<file path="config.mk">
export PLATFORM = sky130hd
export DESIGN_NAME = control_sequencer_flat
export DESIGN_NICKNAME = d
export VERILOG_FILES = /design/src/rtl/control_sequencer_pkg.sv /design/src/rtl/control_sequencer_if.sv /design/src/rtl/control_sequencer_decoder.sv /design/src/rtl/control_sequencer.sv /design/src/flat_wrapper.sv
export SDC_FILE = /design/constraint.sdc
export NUM_CORES = 1
export LEC_CHECK = 0
export BUFFER_PORTS_ARGS = -buffer_cell sky130_fd_sc_hd__buf_2
export CORE_ASPECT_RATIO = 0.5
export CORE_UTILIZATION = 50
export DETAILED_ROUTE_END_ITERATION = 10
export HOLD_SLACK_MARGIN = 0.05
export PLACE_DENSITY = 0.79
export SYNTH_ARGS = -nofsm -noshare
export SYNTH_HDL_FRONTEND = slang
export SYNTH_HIERARCHICAL = 1
export SYNTH_SLANG_ARGS = --single-unit
</file>
<file path="constraint.sdc">
create_clock -name clk -period 2 [get_ports clk]
set_input_delay 0.1 -clock clk [delete_from_list [all_inputs] [get_ports clk]]
set_output_delay 0.1 -clock clk [all_outputs]
set_load 0.1 [all_outputs]
</file>
<file path="src/rtl/control_sequencer_pkg.sv">
// control_sequencer_pkg: shared cpu_pkg types, field positions and opcode classification (ILLEGAL_OP_TRAP_EN adds the TRAP state)
package cpu_pkg;
   localparam int PC_W    = 8;
   localparam int INSTR_W = 24;
   localparam int REG_AW  = 5;
   localparam int FLAG_W  = 7;
   localparam int OP_HI   = 23;
   localparam int OP_LO   = 18;
   localparam int RD_HI   = 17;
   localparam int RD_LO   = 13;
   localparam int RS1_HI  = 12;
   localparam int RS1_LO  = 8;
   localparam int RS2_HI  = 4;
   localparam int IMM_HI  = 7;
   localparam logic [5:0] OP_MOV  = 6'h20;
   localparam logic [5:0] OP_JMP  = 6'h21;
   localparam logic [5:0] OP_NOP  = 6'h3E;
   localparam logic [5:0] OP_HALT = 6'h3F;
   typedef enum logic [2:0] {
      FETCH, DECODE, READ, EXEC, WB, HALT
`ifdef ILLEGAL_OP_TRAP_EN
      , TRAP
`endif
   } state_t;
   typedef enum logic [2:0] {CL_ALU_RR, CL_ALU_IMM, CL_MOV, CL_JMP, CL_NOP, CL_HALT, CL_ILL} opclass_t;
   function automatic opclass_t classify(logic [5:0] op);
      return op[5:4] == 2'b00 ? CL_ALU_RR :
             op[5:4] == 2'b01 ? CL_ALU_IMM :
             op == OP_MOV     ? CL_MOV :
             op == OP_JMP     ? CL_JMP :
             op == OP_NOP     ? CL_NOP :
             op == OP_HALT    ? CL_HALT : CL_ILL;
   endfunction
endpackage

</file>
<file path="src/rtl/control_sequencer_if.sv">
// control_sequencer_if: fetch, register-file and ALU signals between the sequencer and its neighbours
interface control_sequencer_if;
   import cpu_pkg::*;
   logic [PC_W-1:0]    instr_addr;
   logic               instr_req;
   logic               instr_valid;
   logic [INSTR_W-1:0] instr_data;
   logic [7:0]         A1, A2, A3;
   logic               reg_read_en;
   logic               reg_write_en;
   logic [7:0]         write_data;
   logic [FLAG_W-1:0]  flags_out;
   logic [7:0]         rd1, rd2;
   logic [7:0]         op_a, op_b;
   logic [3:0]         alu_op;
   logic [7:0]         alu_result;
   logic [FLAG_W-1:0]  alu_flags;
   logic               halted;
   modport master (
      output instr_addr, instr_req, A1, A2, A3, reg_read_en, reg_write_en, write_data, flags_out,
             op_a, op_b, alu_op, halted,
      input  instr_valid, instr_data, rd1, rd2, alu_result, alu_flags
   );
   modport slave (
      input  instr_addr, instr_req, A1, A2, A3, reg_read_en, reg_write_en, write_data, flags_out,
             op_a, op_b, alu_op, halted,
      output instr_valid, instr_data, rd1, rd2, alu_result, alu_flags
   );
endinterface

</file>
<file path="src/rtl/control_sequencer_decoder.sv">
// instr_decoder: splits the instruction register into class, register fields, immediate and ALU function
module instr_decoder
   import cpu_pkg::*;
(
   input  logic [INSTR_W-1:0] ir,
   output opclass_t           cls,
   output logic [REG_AW-1:0]  rd,
   output logic [REG_AW-1:0]  rs1,
   output logic [REG_AW-1:0]  rs2,
   output logic [7:0]         imm,
   output logic [3:0]         alu_op
);
   assign cls    = classify(ir[OP_HI:OP_LO]);
   assign rd     = ir[RD_HI:RD_LO];
   assign rs1    = ir[RS1_HI:RS1_LO];
   assign rs2    = ir[RS2_HI:0];
   assign imm    = ir[IMM_HI:0];
   assign alu_op = ir[OP_LO+3:OP_LO];
endmodule

</file>
<file path="src/rtl/control_sequencer.sv">
// control_sequencer: fetch/decode/sequence FSM feeding the register file and ALU (ILLEGAL_OP_TRAP_EN traps illegal opcodes)
module control_sequencer
   import cpu_pkg::*;
(
   input  logic                 clk,
   input  logic                 reset,
   control_sequencer_if.master  bus
);
   state_t             st;
   logic [PC_W-1:0]    pc;
   logic [INSTR_W-1:0] ir;
   opclass_t           cls;
   logic [REG_AW-1:0]  rd, rs1, rs2;
   logic [7:0]         imm;
   logic [3:0]         dop;

   instr_decoder u_dec (.ir(ir), .cls(cls), .rd(rd), .rs1(rs1), .rs2(rs2), .imm(imm), .alu_op(dop));

   assign bus.instr_addr = pc;

   // instruction sequencing; every bus output is a register updated on the state transition
   always_ff @(posedge clk) begin
      if (reset) begin
         st               <= FETCH;
         pc               <= '0;
         ir               <= '0;
         bus.instr_req    <= 1'b0;
         bus.A1           <= '0;
         bus.A2           <= '0;
         bus.A3           <= '0;
         bus.reg_read_en  <= 1'b0;
         bus.reg_write_en <= 1'b0;
         bus.write_data   <= '0;
         bus.flags_out    <= '0;
         bus.op_a         <= '0;
         bus.op_b         <= '0;
         bus.alu_op       <= '0;
         bus.halted       <= 1'b0;
      end else begin
         case (st)
            FETCH:
               if (bus.instr_req && bus.instr_valid) begin
                  ir            <= bus.instr_data;
                  pc            <= pc + 1'b1;
                  bus.instr_req <= 1'b0;
                  st            <= DECODE;
               end else begin
                  bus.instr_req <= 1'b1;
               end
            DECODE:
               case (cls)
                  CL_ALU_RR, CL_ALU_IMM: begin
                     bus.A1          <= 8'(rs1);
                     bus.A2          <= 8'(rs2);
                     bus.reg_read_en <= 1'b1;
                     bus.alu_op      <= dop;
                     st              <= READ;
                  end
                  CL_MOV: begin
                     bus.write_data   <= imm;
                     bus.A3           <= 8'(rd);
                     bus.reg_write_en <= 1'b1;
                     st               <= WB;
                  end
                  CL_JMP: begin
                     pc            <= imm;
                     bus.instr_req <= 1'b1;
                     st            <= FETCH;
                  end
                  CL_HALT: begin
                     bus.halted <= 1'b1;
                     st         <= HALT;
                  end
`ifdef ILLEGAL_OP_TRAP_EN
                  CL_ILL: begin
                     bus.halted <= 1'b1;
                     st         <= TRAP;
                  end
`endif
                  default: begin
                     bus.instr_req <= 1'b1;
                     st            <= FETCH;
                  end
               endcase
            READ: begin
               bus.op_a        <= bus.rd1;
               bus.op_b        <= cls == CL_ALU_IMM ? imm : bus.rd2;
               bus.reg_read_en <= 1'b0;
               st              <= EXEC;
            end
            EXEC: begin
               bus.write_data   <= bus.alu_result;
               bus.flags_out    <= bus.alu_flags;
               bus.A3           <= 8'(rd);
               bus.reg_write_en <= 1'b1;
               st               <= WB;
            end
            WB: begin
               bus.reg_write_en <= 1'b0;
               bus.instr_req    <= 1'b1;
               st               <= FETCH;
            end
            HALT: st <= HALT;
`ifdef ILLEGAL_OP_TRAP_EN
            TRAP: st <= TRAP;
`endif
            default: st <= FETCH;
         endcase
      end
   end
endmodule
</file>
<file path="src/flat_wrapper.sv">
// flat-port wrapper written by rule: the top's interface ports become plain ports
module control_sequencer_flat import cpu_pkg::*;
  (clk, reset, bus_instr_addr, bus_instr_req, bus_A1, bus_A2, bus_A3, bus_reg_read_en, bus_reg_write_en, bus_write_data, bus_flags_out, bus_op_a, bus_op_b, bus_alu_op, bus_halted, bus_instr_valid, bus_instr_data, bus_rd1, bus_rd2, bus_alu_result, bus_alu_flags);
  control_sequencer_if bus_i ();
  input  logic clk;
  input  logic reset;
  output wire logic [$bits(bus_i.instr_addr)-1:0] bus_instr_addr;
  output wire logic [$bits(bus_i.instr_req)-1:0] bus_instr_req;
  output wire logic [$bits(bus_i.A1)-1:0] bus_A1;
  output wire logic [$bits(bus_i.A2)-1:0] bus_A2;
  output wire logic [$bits(bus_i.A3)-1:0] bus_A3;
  output wire logic [$bits(bus_i.reg_read_en)-1:0] bus_reg_read_en;
  output wire logic [$bits(bus_i.reg_write_en)-1:0] bus_reg_write_en;
  output wire logic [$bits(bus_i.write_data)-1:0] bus_write_data;
  output wire logic [$bits(bus_i.flags_out)-1:0] bus_flags_out;
  output wire logic [$bits(bus_i.op_a)-1:0] bus_op_a;
  output wire logic [$bits(bus_i.op_b)-1:0] bus_op_b;
  output wire logic [$bits(bus_i.alu_op)-1:0] bus_alu_op;
  output wire logic [$bits(bus_i.halted)-1:0] bus_halted;
  input wire logic [$bits(bus_i.instr_valid)-1:0] bus_instr_valid;
  input wire logic [$bits(bus_i.instr_data)-1:0] bus_instr_data;
  input wire logic [$bits(bus_i.rd1)-1:0] bus_rd1;
  input wire logic [$bits(bus_i.rd2)-1:0] bus_rd2;
  input wire logic [$bits(bus_i.alu_result)-1:0] bus_alu_result;
  input wire logic [$bits(bus_i.alu_flags)-1:0] bus_alu_flags;
  assign bus_instr_addr = bus_i.instr_addr;
  assign bus_instr_req = bus_i.instr_req;
  assign bus_A1 = bus_i.A1;
  assign bus_A2 = bus_i.A2;
  assign bus_A3 = bus_i.A3;
  assign bus_reg_read_en = bus_i.reg_read_en;
  assign bus_reg_write_en = bus_i.reg_write_en;
  assign bus_write_data = bus_i.write_data;
  assign bus_flags_out = bus_i.flags_out;
  assign bus_op_a = bus_i.op_a;
  assign bus_op_b = bus_i.op_b;
  assign bus_alu_op = bus_i.alu_op;
  assign bus_halted = bus_i.halted;
  assign bus_i.instr_valid = bus_instr_valid;
  assign bus_i.instr_data = bus_instr_data;
  assign bus_i.rd1 = bus_rd1;
  assign bus_i.rd2 = bus_rd2;
  assign bus_i.alu_result = bus_alu_result;
  assign bus_i.alu_flags = bus_alu_flags;
  control_sequencer u_core (.clk(clk), .reset(reset), .bus(bus_i));
endmodule
</file>
==> metrics.txt <==
count of cell types in the netlist 44; cell-by-cell trace of the critical path nor4_4 -> nor2_1 -> buf_4 -> nand3b_1 -> o22ai_4 -> a21oi_1 -> a211oi_1; number of setup violations in the final report 0; VDD IR max 0.559 mV; number of buffers on the longest clock path 2; cell depth of the worst hold path 3; GR Overflow Total 0; slew at the pin closest to its max-slew limit 0.574 ns; run status completed; worst hold slack across all endpoints 0.101 ns; Worst Path Arrival 2.15 ns; cell area after placement 4430 µm²; Most used DFF post-synth sky130_fd_sc_hd__dfxtp_1; Gate Count Post-Synth 472; Min-Delay Path Class in2reg; area fraction of the dominant cell type after synthesis 0.453; maxcap violations 0; Row Count 22; CTS root buf sky130_fd_sc_hd__clkbuf_16; antenna violations before repair 0; R2R depth 7; global-route wire length before repair 16000 µm; WS Path Type reg2reg; net count reported at finish 667; Die Area 8250 µm²; areal power density over the cells 826 nW/µm²; largest net degree at the start of global routing 38; P&R area growth vs syn 32.5%; setup skew after layout 0.00688 ns; CTS buffer count 9; final HPWL from detailed placement 6570 µm; horizontal die dimension 127 µm; clock slew seen by the registers of the worst setup and hold paths 0.06 ns; TritonCTS clock tree yes; number of storage elements in the synthesis netlist 89; area of the core 7460 µm²; vias after detailed routing 3678; worst-path maximum fanout 9; Clock Sinks 89; worst slew margin relative to its limit 0.617; post-synthesis instance area 3930 µm²; total DRC errors in the routed layout 0; Antenna Diode Count 0; Starting DRT DRC Count 197; detailed-route wire length 10300 µm; Layout Cell Area excl Fill 5210 µm²; Min Clock Period, post-route 1.91 ns; slowest cell on the critical path sky130_fd_sc_hd__dfxtp_1; via count of the first global-routing pass 3277; initial standard-cell utilization of the core 0.527; aggregate global-route resource usage 0.255; CP startpoint kind flop; reported leakage power 2.18 nW; via/cell ratio 5.10; I/O Pins 129; Synth area leader sky130_fd_sc_hd__dfxtp_1; ys async rst share 0; number of warnings issued by yosys 6; Crit path required time 2.25 ns; count of buffers from port buffering 119; Period Utilization, post-route 0.953; H-tree depth 3; Avg Synthesized Cell Area 8.33 µm²; element type at the critical path end flop; top cells by area, synth sky130_fd_sc_hd__dfxtp_1 45%, sky130_fd_sc_hd__nand2_1 11%, sky130_fd_sc_hd__a21oi_1 8.8%; Routed wire per std cell 14.3 µm; proportion of layout cells with a drive suffix above 1 0.266; Slew Viols, Final 0; maximum clock rate 525 MHz; worst skew pair latency 0.34 ns; Slowest Stage Delay on Critical Path 0.35 ns; DRT Pass-1 Iters 4; number of failing hold endpoints at the final stage 0; number of enable-type register cells in the synthesized netlist 0; final estimated routing congestion in global placement 0.815; proportion of synthesized chip area in sequential cells 0.453; Routed Antenna Nets 0; die height 64.7 µm
worst paths after layout:
check / from / end / slack [ns]
worst max register to register: u_core/ir[22] / u_core/bus.instr_addr[4] / 0.09
worst min register to register: u_core/bus.op_a[7] / u_core/bus.op_a[7] / 0.45
worst max-delay path: u_core/ir[22] / u_core/bus.instr_addr[4] / 0.09
worst min-delay path: bus_rd2[2] / u_core/bus.op_b[2] / 0.10
stage by stage:
step / total power [mW] / worst slack, ns / cells / TNS, ns / utilization
4_1_cts: 4.33 / 0.0310 / 721 / 0 / 0.696
3_3_place_gp: 2.62 / 0.104 / 658 / 0 / 0.594
6_report: 4.31 / 0.0946 / 721 / 0 / 0.699
2_1_floorplan: 2.51 / 0.0397 / 480 / 0 / -
5_1_grt: 4.48 / -0.0135 / 721 / -0.0303 / 0.699
3_5_place_dp: 2.63 / 0.0526 / 658 / 0 / 0.594
critical path, delay by kind of cell, from the launching register on:
kind                   cells  cell delay [ns]
AND/OR/NAND/NOR            3             0.63
flip-flops                 1             0.35
AO/OA/AOI/OAI              3             0.65
buffers and inverters      1             0.17
placed cells by master, fill, tap and decap left out, types with 3 or more instances in the layout:
cell type / n
sky130_fd_sc_hd__a211oi_1: 17
sky130_fd_sc_hd__a21oi_1: 69
sky130_fd_sc_hd__and2_1: 6
sky130_fd_sc_hd__buf_12: 3
sky130_fd_sc_hd__buf_2: 119
sky130_fd_sc_hd__buf_4: 14
sky130_fd_sc_hd__clkbuf_16: 9
sky130_fd_sc_hd__conb_1: 9
sky130_fd_sc_hd__dfxtp_1: 87
sky130_fd_sc_hd__dlygate4sd3_1: 47
sky130_fd_sc_hd__inv_1: 5
sky130_fd_sc_hd__mux2i_1: 21
sky130_fd_sc_hd__nand2_1: 114
sky130_fd_sc_hd__nand2b_1: 4
sky130_fd_sc_hd__nand3_1: 3
sky130_fd_sc_hd__nand4_1: 5
sky130_fd_sc_hd__nor2_1: 28
sky130_fd_sc_hd__o21ai_0: 7
layer usage:
layer  wire (µm)  share of wire  GRT usage
met1        4500           0.44      0.317
met2        4920           0.48      0.427
met5           0              0          0
met3         743          0.072     0.0776
met4         133          0.013     0.0759
cells in the mapped netlist, types with 2 or more instances:
| master | n |
|---|---|
| sky130_fd_sc_hd__nand2_1 | 114 |
| sky130_fd_sc_hd__dfxtp_1 | 89 |
| sky130_fd_sc_hd__a21oi_1 | 69 |
| sky130_fd_sc_hd__buf_4 | 38 |
| sky130_fd_sc_hd__nor2_1 | 29 |
| sky130_fd_sc_hd__mux2i_1 | 21 |
| sky130_fd_sc_hd__a211oi_1 | 17 |
| sky130_fd_sc_hd__clkbuf_1 | 17 |
| sky130_fd_sc_hd__o21ai_0 | 7 |
| sky130_fd_sc_hd__and2_1 | 6 |
| sky130_fd_sc_hd__buf_6 | 6 |
| sky130_fd_sc_hd__buf_2 | 5 |
| sky130_fd_sc_hd__inv_1 | 5 |
| sky130_fd_sc_hd__nand4_1 | 5 |
| sky130_fd_sc_hd__nand2b_1 | 4 |
| sky130_fd_sc_hd__nand3_1 | 3 |
| sky130_fd_sc_hd__nor3b_1 | 3 |
| sky130_fd_sc_hd__a21oi_2 | 2 |
| sky130_fd_sc_hd__and3b_1 | 2 |
| sky130_fd_sc_hd__nor4_1 | 2 |
| sky130_fd_sc_hd__o22ai_1 | 2 |
| sky130_fd_sc_hd__o31a_1 | 2 |
| sky130_fd_sc_hd__o32ai_1 | 2 |
| sky130_fd_sc_hd__or3_1 | 2 |
layout make-up:
cell class | count | area [µm²]
well taps | 108 | 135
clock buffers | 11 | 233
flip-flops and latches | 89 | 1780
multi-input cells | 319 | 1740
inverters | 5 | 18.8
fillers | 599 | 2250
repair buffers | 184 | 1240
clock inverters | 5 | 56.3
cells by family after synthesis:
kind of cell	synth area share
buffers and inverters	0.118
AOI/OAI and AO/OA	0.166
DFF	0.453
and+or+nand+nor	0.203
adders and majority gates	0.00318
other	0.000953
muxes	0.0563
registers in the layout, summed over array words and instances (netlist names):
register,flops
u_core/bus.instr_req,1
u_core/st,3
u_core/bus.reg_read_en,1
u_core/bus.op_b,8
u_core/bus.halted,1
u_core/bus.reg_write_en,1
u_core/bus.write_data,8
u_core/bus.op_a,8
u_core/bus.alu_op,4
u_core/bus.instr_addr,8
u_core/bus.flags_out,7
u_core/bus.A2,5
u_core/bus.A1,5
u_core/ir,24
u_core/bus.A3,5
repair_timing:
item,in CTS,in global routing
gates resized for setup,0,5
setup buffers,0,0
hold buffers,47,0
endpoints found under the setup margin,0,30
hold endpoints to repair,47,0
where the power goes:
part           switching (mW)  leakage [nW]  internal (mW)
Sequential             0.0618         0.721           1.83
Clock                   0.662         0.139          0.966
Combinational           0.530          1.32          0.252
Total                    1.25          2.18           3.05
(Power assumes the default switching activity.)
